--- config.mk ---
export PLATFORM = sky130hd
export DESIGN_NAME = perceptron_learner
export DESIGN_NICKNAME = d
export VERILOG_FILES = /design/src/rtl/perceptron_learner.sv
export SDC_FILE = /design/constraint.sdc
export NUM_CORES = 1
export LEC_CHECK = 0
export ABC_CLOCK_PERIOD_IN_PS = 10810
export CAP_MARGIN = 10
export CORE_MARGIN = 2
export CORE_UTILIZATION = 65
export CTS_CLUSTER_DIAMETER = 40
export CTS_CLUSTER_SIZE = 28
export DETAILED_ROUTE_END_ITERATION = 10
export DONT_BUFFER_PORTS = 1
export PLACE_DENSITY = 0.81
export REMOVE_ABC_BUFFERS = 1
export SLEW_MARGIN = 20
export SYNTH_ARGS = -nofsm -noshare
export SYNTH_HDL_FRONTEND = slang
export SYNTH_SLANG_ARGS = --single-unit
--- constraint.sdc ---
create_clock -name clk -period 10.81 [get_ports clk]
set_clock_uncertainty 0.15 [all_clocks]
set_input_delay 1.081 -clock clk [delete_from_list [all_inputs] [get_ports clk]]
set_output_delay 1.081 -clock clk [all_outputs]
set_load 0.005 [all_outputs]
--- src/rtl/perceptron_learner.sv ---
// Online perceptron classifying 4x4 bit patterns as O or X.
// Scores one grid row per cycle and learns from misclassified training samples.
module perceptron_learner #(
  parameter int LR = 1
) (
  input  logic        clk,
  input  logic        rst_n,
  input  logic [15:0] train_x,
  input  logic        train_learn,
  input  logic        train_is_O,
  input  logic [15:0] infer_x,
  input  logic        infer_start,
  input  logic        clear_w,
  output logic        busy,
  output logic        pred_valid,
  output logic        pred_is_O,
  output logic [12:0] pred_score,
  output logic [15:0] sample_cnt,
  output logic [15:0] err_cnt,
  output logic [1:0]  dbg_state
);

  // Handshake: infer_start is a one-cycle request with no ready; a request that
  // arrives while busy waits in a one-deep slot, and pred_valid pulses once per
  // served inference with no backpressure.
  typedef enum logic [1:0] {S_IDLE, S_ACCUM, S_EVAL, S_UPDATE} state_t;

  localparam logic signed [8:0] SAT_MAX = 9'sd127;
  localparam logic signed [8:0] SAT_MIN = -9'sd128;

  state_t      r_state, w_next_state;
  logic [7:0]  r_w [16];
  logic [7:0]  r_bias;
  logic [12:0] r_acc;
  logic [1:0]  r_row;
  logic [15:0] r_pat;
  logic        r_lbl, r_is_learn;
  logic        r_prev_learn, r_prev_lbl;
  logic [15:0] r_prev_x;
  logic        r_pend_learn, r_pend_lbl, r_pend_inf;
  logic [15:0] r_pend_x, r_pend_ix;
  logic        r_pred_valid, r_pred_o;
  logic [12:0] r_pred_score;
  logic [15:0] r_sample_cnt, r_err_cnt;

  logic        w_learn_evt, w_take_learn, w_take_infer, w_pred_o;
  logic [12:0] w_row_sum;
  logic [7:0]  w_w_upd [16];
  logic [7:0]  w_bias_upd;

  function automatic logic [7:0] sat_step(input logic [7:0] w, input logic up);
    logic signed [8:0] s;
    s = up ? ($signed({w[7], w}) + $signed(9'(LR))) : ($signed({w[7], w}) - $signed(9'(LR)));
    if (s > SAT_MAX) return 8'h7F;
    else if (s < SAT_MIN) return 8'h80;
    else return s[7:0];
  endfunction

  assign w_learn_evt  = train_learn && (!r_prev_learn || (train_x != r_prev_x) || (train_is_O != r_prev_lbl));
  assign w_take_learn = (r_state == S_IDLE) && !clear_w && (w_learn_evt || r_pend_learn);
  assign w_take_infer = (r_state == S_IDLE) && !clear_w && !w_take_learn && (infer_start || r_pend_inf);
  assign w_pred_o     = !r_acc[12];

  // Row r occupies bits [15-4r : 12-4r], i.e. base index {~r, 2'b00}.
  always_comb begin
    w_row_sum = '0;
    for (int k = 0; k < 4; k++) begin
      if (r_pat[{~r_row, 2'(k)}])
        w_row_sum = w_row_sum + {{5{r_w[{~r_row, 2'(k)}][7]}}, r_w[{~r_row, 2'(k)}]};
    end
  end

  always_comb begin
    for (int i = 0; i < 16; i++)
      w_w_upd[i] = r_pat[i] ? sat_step(r_w[i], r_lbl) : r_w[i];
    w_bias_upd = sat_step(r_bias, r_lbl);
  end

  always_comb begin
    w_next_state = r_state;
    case (r_state)
      S_IDLE:   if (w_take_learn || w_take_infer) w_next_state = S_ACCUM;
      S_ACCUM:  if (r_row == 2'd3) w_next_state = S_EVAL;
      S_EVAL:   w_next_state = (r_is_learn && (w_pred_o != r_lbl)) ? S_UPDATE : S_IDLE;
      S_UPDATE: w_next_state = S_IDLE;
      default:  w_next_state = S_IDLE;
    endcase
  end

  always_ff @(posedge clk or negedge rst_n) begin
    if (!rst_n) r_state <= S_IDLE;
    else        r_state <= w_next_state;
  end

  always_ff @(posedge clk or negedge rst_n) begin
    if (!rst_n) begin
      for (int i = 0; i < 16; i++) r_w[i] <= '0;
      r_bias       <= '0;
      r_acc        <= '0;
      r_row        <= '0;
      r_pat        <= '0;
      r_lbl        <= 1'b0;
      r_is_learn   <= 1'b0;
      r_prev_learn <= 1'b0;
      r_prev_lbl   <= 1'b0;
      r_prev_x     <= '0;
      r_pend_learn <= 1'b0;
      r_pend_lbl   <= 1'b0;
      r_pend_x     <= '0;
      r_pend_inf   <= 1'b0;
      r_pend_ix    <= '0;
      r_pred_valid <= 1'b0;
      r_pred_o     <= 1'b0;
      r_pred_score <= '0;
      r_sample_cnt <= '0;
      r_err_cnt    <= '0;
    end else begin
      r_prev_learn <= train_learn;
      r_prev_x     <= train_x;
      r_prev_lbl   <= train_is_O;
      r_pred_valid <= 1'b0;

      // A served request also retires any older pending one of the same type.
      if (w_learn_evt && !w_take_learn) begin
        r_pend_learn <= 1'b1;
        r_pend_x     <= train_x;
        r_pend_lbl   <= train_is_O;
      end else if (w_take_learn) begin
        r_pend_learn <= 1'b0;
      end
      if (infer_start && !w_take_infer) begin
        r_pend_inf <= 1'b1;
        r_pend_ix  <= infer_x;
      end else if (w_take_infer) begin
        r_pend_inf <= 1'b0;
      end

      case (r_state)
        S_IDLE: begin
          if (clear_w) begin
            for (int i = 0; i < 16; i++) r_w[i] <= '0;
            r_bias <= '0;
          end
          if (w_take_learn || w_take_infer) begin
            r_acc <= {{5{r_bias[7]}}, r_bias};
            r_row <= '0;
          end
          if (w_take_learn) begin
            r_pat      <= w_learn_evt ? train_x : r_pend_x;
            r_lbl      <= w_learn_evt ? train_is_O : r_pend_lbl;
            r_is_learn <= 1'b1;
          end else if (w_take_infer) begin
            r_pat      <= infer_start ? infer_x : r_pend_ix;
            r_is_learn <= 1'b0;
          end
        end
        S_ACCUM: begin
          r_acc <= r_acc + w_row_sum;
          r_row <= r_row + 2'd1;
        end
        S_EVAL: begin
          if (r_is_learn) begin
            if (r_sample_cnt != 16'hFFFF) r_sample_cnt <= r_sample_cnt + 16'd1;
          end else begin
            r_pred_valid <= 1'b1;
            r_pred_o     <= w_pred_o;
            r_pred_score <= r_acc;
          end
        end
        S_UPDATE: begin
          for (int i = 0; i < 16; i++) r_w[i] <= w_w_upd[i];
          r_bias <= w_bias_upd;
          if (r_err_cnt != 16'hFFFF) r_err_cnt <= r_err_cnt + 16'd1;
        end
        default: ;
      endcase
    end
  end

  assign busy       = (r_state != S_IDLE);
  assign pred_valid = r_pred_valid;
  assign pred_is_O  = r_pred_o;
  assign pred_score = r_pred_score;
  assign sample_cnt = r_sample_cnt;
  assign err_cnt    = r_err_cnt;
  assign dbg_state  = r_state;

endmodule

Yosys cells after proc, flatten, opt, wreduce, memory -nomap -nowiden
Cells that the tools add are included.
- register bits after elaboration: 271
- bits of input ports: 38
- output and inout bits: 50
- logic and storage cells: 317
- $add $sub $neg: 41
- order comparisons: 42
- equal/unequal tests: 28
- muxes and demuxes: 115
- bitwise operators: 6
- reduce and logical (&&, ||, !) cells: 49
- operators with widths (cell ; number):
    2-to-1 mux 8 bit ; 59
    one-hot mux 128 bit (2 select lines) ; 1
    adder 8 x 2 -> 9 bit, second input constant ; 17
    > comparator 9 x 8 -> 1 bit, second input constant ; 17
    less-than comparator 9 x 8 -> 1 bit, second input constant ; 17
    2-to-1 mux 9 bit ; 17
    subtractor 8 x 2 -> 9 bit, second input constant ; 17
    binary-select mux 8 bit (select 4 bit) ; 4
    2-to-1 mux 128 bit ; 1
    2-to-1 mux 13 bit ; 5
    2-to-1 mux 16 bit ; 4
    adder 13 bit ; 4
    AND reduction 3 bit ; 17
    != test 2 bit, second input constant ; 18
    adder 16 x 1 -> 16 bit, second input constant ; 2
    != test 16 bit, second input constant ; 2
    one-hot mux 13 bit (2 select lines) ; 1
    >= comparator 5 bit, second input constant ; 4
    less-than comparator 4 x 5 -> 1 bit, second input constant ; 4
    inverter 4 -> 5 bit ; 4
    != test 16 bit ; 1
    one-hot mux 8 bit (2 select lines) ; 1
    AND reduction 2 bit ; 7
    2-to-1 mux 1 bit ; 12
    16 further kinds ; 45

Longest topological paths before layout
- word-level depth: 14
- mapped depth: 34
- mapped depth without buffers: 31

Worst setup path after synthesis
Ideal clock, no wire load.
- path kind: flip-flop to flip-flop
- start: reg r_row[1]
- end: reg r_acc[12]
- library setup time: 134 ps
- arrival time: 7362 ps
- required time: 10526 ps
- slack: 3164 ps
- stages on the path, launching flop included: 35
- path buffers: 4
- period minus slack after synthesis: 7646 ps
- path through: dfrtp_1 > buf_2 > buf_2 > buf_1 > clkbuf_1 > mux4_2 > ha_1 > a21o_1 > a21o_1 > maj3_2 > a21oi_2 > xnor2_1 > mux2_2 > ha_1 > or3_1 > o21ai_0 > nor2_1 > xor2_1 > mux2_2 > ha_1 > nand3_1 > nand2_1 > a41o_1 > nor2_1 > xnor2_1 > mux2_2 > ha_1 > and3_1 > a311oi_1 > o21bai_1 > a21oi_1 > xnor2_1 > xnor2_1 > xnor2_1 > o21ai_0
- longest elaborated chain between the ends: 14
- elaborated cells between the ends (all ways): 34
- classes of those cells: 4 x add/sub; 25 x mux; 5 x bitwise
- ends and longest elaborated chain (element ; RTL line ; source):
    start, declared ; 35 ; logic [1:0] r_row;
    start signal, assigned ; 159 ; r_row <= r_row + 2'd1;
    inverter 2 bit * ; 68, 69 ;
    inverter 4 -> 5 bit ; 69 ; w_row_sum = w_row_sum + {{5{r_w[{~r_row, 2'(k)}][7]}}, r_w[{~r_row, 2'(k)}]};
    binary-select mux 8 bit (select 4 bit) ; 69 ;
    2-to-1 mux 8 bit (not written as such) (2 in series) ; 69 ;
    2-to-1 mux 13 bit ; 68 ; if (r_pat[{~r_row, 2'(k)}])
    adder 13 bit ; 69 ;
    2-to-1 mux 13 bit ; 68 ;
    adder 13 bit ; 69 ;
    2-to-1 mux 13 bit ; 68 ;
    adder 13 bit ; 69 ;
    2-to-1 mux 13 bit * ; 68 ;
    adder 13 bit * ; 158 ; r_acc <= r_acc + w_row_sum;
    one-hot mux 13 bit (2 select lines) * ; 138 ; case (r_state)
    end signal, assigned ; 145 ; r_acc <= {{5{r_bias[7]}}, r_bias};
    end signal, assigned ; 158 ;
    end, declared ; 34 ; logic [12:0] r_acc;
Every way passes the cells marked *; elsewhere a longest branch is shown, timed or not. The select of a mux whose other input is x is not followed.
A chain may end at the register's enable or synchronous reset.

Worst setup path after layout
Same ends and word-level chain as after synthesis.

==> impl_metrics.env <==
export IMPL_startpoint_type="flip-flop"
export IMPL_synth_enable_flop_cells=0
export IMPL_grt_pass1_wl_um=78580
export IMPL_power_frac_comb_pct=61.0
export IMPL_routed_via_density=6.543
export IMPL_max_vdd_ir_drop_mv=0.2207
export IMPL_multi_input_area_mm2=0.01196
export IMPL_track_usage_pct=31.03
export IMPL_rsz0062_at_grt="no"
export IMPL_setup_ws_ns=2.861
export IMPL_sw_frac_of_total_pct=46.97
export IMPL_cts_tree="yes"
export IMPL_p_sw_mw=3.705
export IMPL_seq_area_mm2=0.006784
export IMPL_ys_types=63
export IMPL_maxSlewViolCount=0
export IMPL_min_path_type="in2async"
export IMPL_p_per_area_mw_per_mm2=371.8
export IMPL_area_growth_pct=9.357
export IMPL_drcViolationCount=0
export IMPL_power_share_sequential_pct=21.9
export IMPL_h_tree_depth=2
export IMPL_drt_total_wl_um=47580
export IMPL_grt_max_degree=272
export IMPL_status="completed"
export IMPL_start_util_pct=65.81
export IMPL_maxCapViolCount=0
export IMPL_dp_slack_ns=2.975
export IMPL_core_region_area_mm2=0.02948
export IMPL_grt_pass1_vias=15812
export IMPL_dr_pass1_iters=6
export IMPL_clk_pin_slew_ns=0.06
export IMPL_gr_usage_met1_pct=40.85
export IMPL_synthFlopType="dfrtp_1"
export IMPL_nNetsFinal=2231
export IMPL_clk_path_buf_depth=3
export IMPL_use_met2_pct=52.15
export IMPL_yosys_warnings=0
export IMPL_ctsResizeCount=0
export IMPL_fp_dieH_um=176.8
export IMPL_synth_area_top_cells="dfrtp_1 (35%), ha_1 (12%), xnor2_1 (5.6%)"
export IMPL_clockRootBuffer="clkbuf_16"
export IMPL_dp_hpwl_um=33970
export IMPL_holdBufCountCts=0
export IMPL_place_gp_congestion=0.8638
export IMPL_pin_count=88
export IMPL_row_count=63
export IMPL_diodes=0
export IMPL_synth_top_area_cell="dfrtp_1"
export IMPL_slew_headroom_pct=35.38
export IMPL_async_reset_ff_share_pct=100.0
export IMPL_fmaxAchievable_ghz=0.1258
export IMPL_setup_violations_final=0
export IMPL_gr_total_overflow=0
export IMPL_critPathCaptureType="flip-flop"
export IMPL_p_int_mw=4.183
export IMPL_synth_seq_cells=271
export IMPL_port_buffers=0
export IMPL_synthesis_area_mm2=0.01940
export IMPL_crit_family="compound AO/OA/AOI/OAI gates"
export IMPL_syn_area_per_cell_um2=9.784
export IMPL_worst_path_max_fanout=38
export IMPL_grt_busiest_layer="met2"
export IMPL_fill_cells=2081
export IMPL_hold_viol=0
export IMPL_crit_buf_inv=1
export IMPL_criticalPathCategory="reg2reg"
export IMPL_use_met3_pct=5.842
export IMPL_synthCells=1983
export IMPL_clock_power_share_pct=17.1
export IMPL_netlist_area_leader_share_pct=34.95
export IMPL_via_count=15782
export IMPL_cp_slowest_stage_delay_ns=0.98
export IMPL_cts_sinks=271
export IMPL_ys_seq_area_share_pct=34.95
export IMPL_tightest_slew_ns=0.9693
export IMPL_required_ns=11.06
export IMPL_wl_per_cell_um=19.73
export IMPL_dieArea_mm2=0.03125
export IMPL_drt_initial_drc_count=1201
export IMPL_clkLatencyLatePin_ns=0.53
export IMPL_finalCritPeriodShare_pct=73.54
export IMPL_setup_tns_ns=0
export IMPL_cpMaxStageDelayCell="dfrtp_2"
export IMPL_antenna_found_initial=0
export IMPL_drive_gt1_share_pct=10.24
export IMPL_fin_crit_ns=7.949
export IMPL_leakagePower_nw=9.692
export IMPL_ant_nets=0
export IMPL_post_cts_buffers=0
export IMPL_die_w_um=176.8
export IMPL_critPathArrivalTime_ns=8.20
export IMPL_cts_made_buffers=43
[cell usage after synthesis (12+ instances only)]
library cell,number
a21o_1,38
a2111oi_0,20
xnor2_1,124
o2111ai_1,12
a211oi_1,12
inv_1,131
nor3_1,22
mux4_2,29
o211ai_1,56
o21ai_0,119
a22oi_1,28
o21bai_1,28
fa_1,21
nor2b_1,21
ha_1,183
clkbuf_1,38
o22ai_1,19
dfrtp_1,271
a21oi_1,154
nand2_1,197
nand3_1,21
nor2_1,88
xor2_1,58
a31oi_1,16
nand2b_1,16
o311ai_0,23
or4_1,17
mux2i_1,22
mux2_2,72
[cell usage in the layout, fill, tap and decap left out, drive strengths merged, types with 9 or more instances in the layout]
cell type and instances:
a2111oi 20, a211oi 12, a21o 38, a21oi 155, a221o 10, a22oi 28, a31oi 16, and2 13
and3 10, buf 9, clkbuf 44, clkinv 13, dfrtp 271, fa 21, ha 183, inv 146
mux2 72, mux2i 22, mux4 36, nand2 197, nand2b 16, nand3 21, nand4 9, nor2 88
nor2b 21, nor3 22, o2111ai 12, o211ai 56, o21ai 123, o21bai 28, o22ai 19, o311ai 23
or4 17, xnor2 124, xor2 58
[per-layer routing]
layer	up-vias	wire length (um)
met5	-	0
met3	125	3532
met2	619	22850
met1	7731	19850
li1	7307	-
met4	0	1348
[kinds of logic (layout without fill, tap and decap cells)]
| kind of cell | after synthesis | in the layout | synth area share [%] |
|---|---|---|---|
| XOR/XNOR | 182 | 182 | 8.216 |
| adder cells (fa/ha/maj) | 207 | 207 | 14.13 |
| AND/OR/NAND/NOR | 442 | 442 | 10.57 |
| AO/OA/AOI/OAI | 572 | 572 | 18.99 |
| multiplexers | 130 | 130 | 9.628 |
| buffers and inverters | 179 | 218 | 3.521 |
| flip-flops | 271 | 271 | 34.95 |
[cell type report]
class	instances	share of cell area (%)
timing repair buffer	9	0.3184
clock inverter	34	1.610
clock buffer	44	5.089
tap	390	2.300
inverter	131	2.329
multi-input combinational	1533	56.38
sequential	271	31.97
[through the flow]
stage	hold slack (ns)	total power [mW]	std cells	instance area [um^2]	utilization [%]
2_1_floorplan	0.3191	5.368	1935	19210	-
4_1_cts	0.1018	7.838	2412	21210	71.95
5_1_grt	0.09995	8.551	2412	21220	71.97
6_report	0.1179	7.888	2412	21220	71.97
3_3_place_gp	0.3359	6.181	2334	19780	67.10
3_5_place_dp	0.3431	6.437	2334	19790	67.13
[registers in the layout, summed over array words and instances, names as in the netlist, 16 cells and up]
name and count:
sample_cnt 16, r_pat 16, r_w 128, err_cnt 16
r_pend_x 16, r_prev_x 16, r_pend_ix 16
[power by group through the flow]
| stage | logic [mW] | clock network [mW] | registers, mW |
|---|---|---|---|
| global placement | 4.47 | 0 | 1.71 |
| detailed placement | 4.71 | 0 | 1.73 |
| finish | 4.81 | 1.35 | 1.73 |
| floorplan | 3.78 | 0 | 1.59 |
| global route | 5.38 | 1.41 | 1.76 |
| CTS | 4.76 | 1.36 | 1.71 |
[path summary, 6_finish.rpt]
path / from / to / slack (ns) / depth (start not counted)
worst max-delay path: r_row[1]$_DFFE_PN0P_ / r_acc[12]$_DFFE_PN0P_ / 2.86 / 31
worst min-delay path: rst_n / r_w[117]$_DFFE_PN0P_ / 0.12 / 0
worst max register to register: r_row[1]$_DFFE_PN0P_ / r_acc[12]$_DFFE_PN0P_ / 2.86 / 31
worst min register to register: r_pend_ix[2]$_DFFE_PN0P_ / r_pend_ix[2]$_DFFE_PN0P_ / 0.36 / 1
max in group asynchronous: rst_n / r_row[1]$_DFFE_PN0P_ / 9.78 / 0
min in group clk: r_pend_ix[2]$_DFFE_PN0P_ / r_pend_ix[2]$_DFFE_PN0P_ / 0.36 / 1
(Power assumes the default switching activity.)
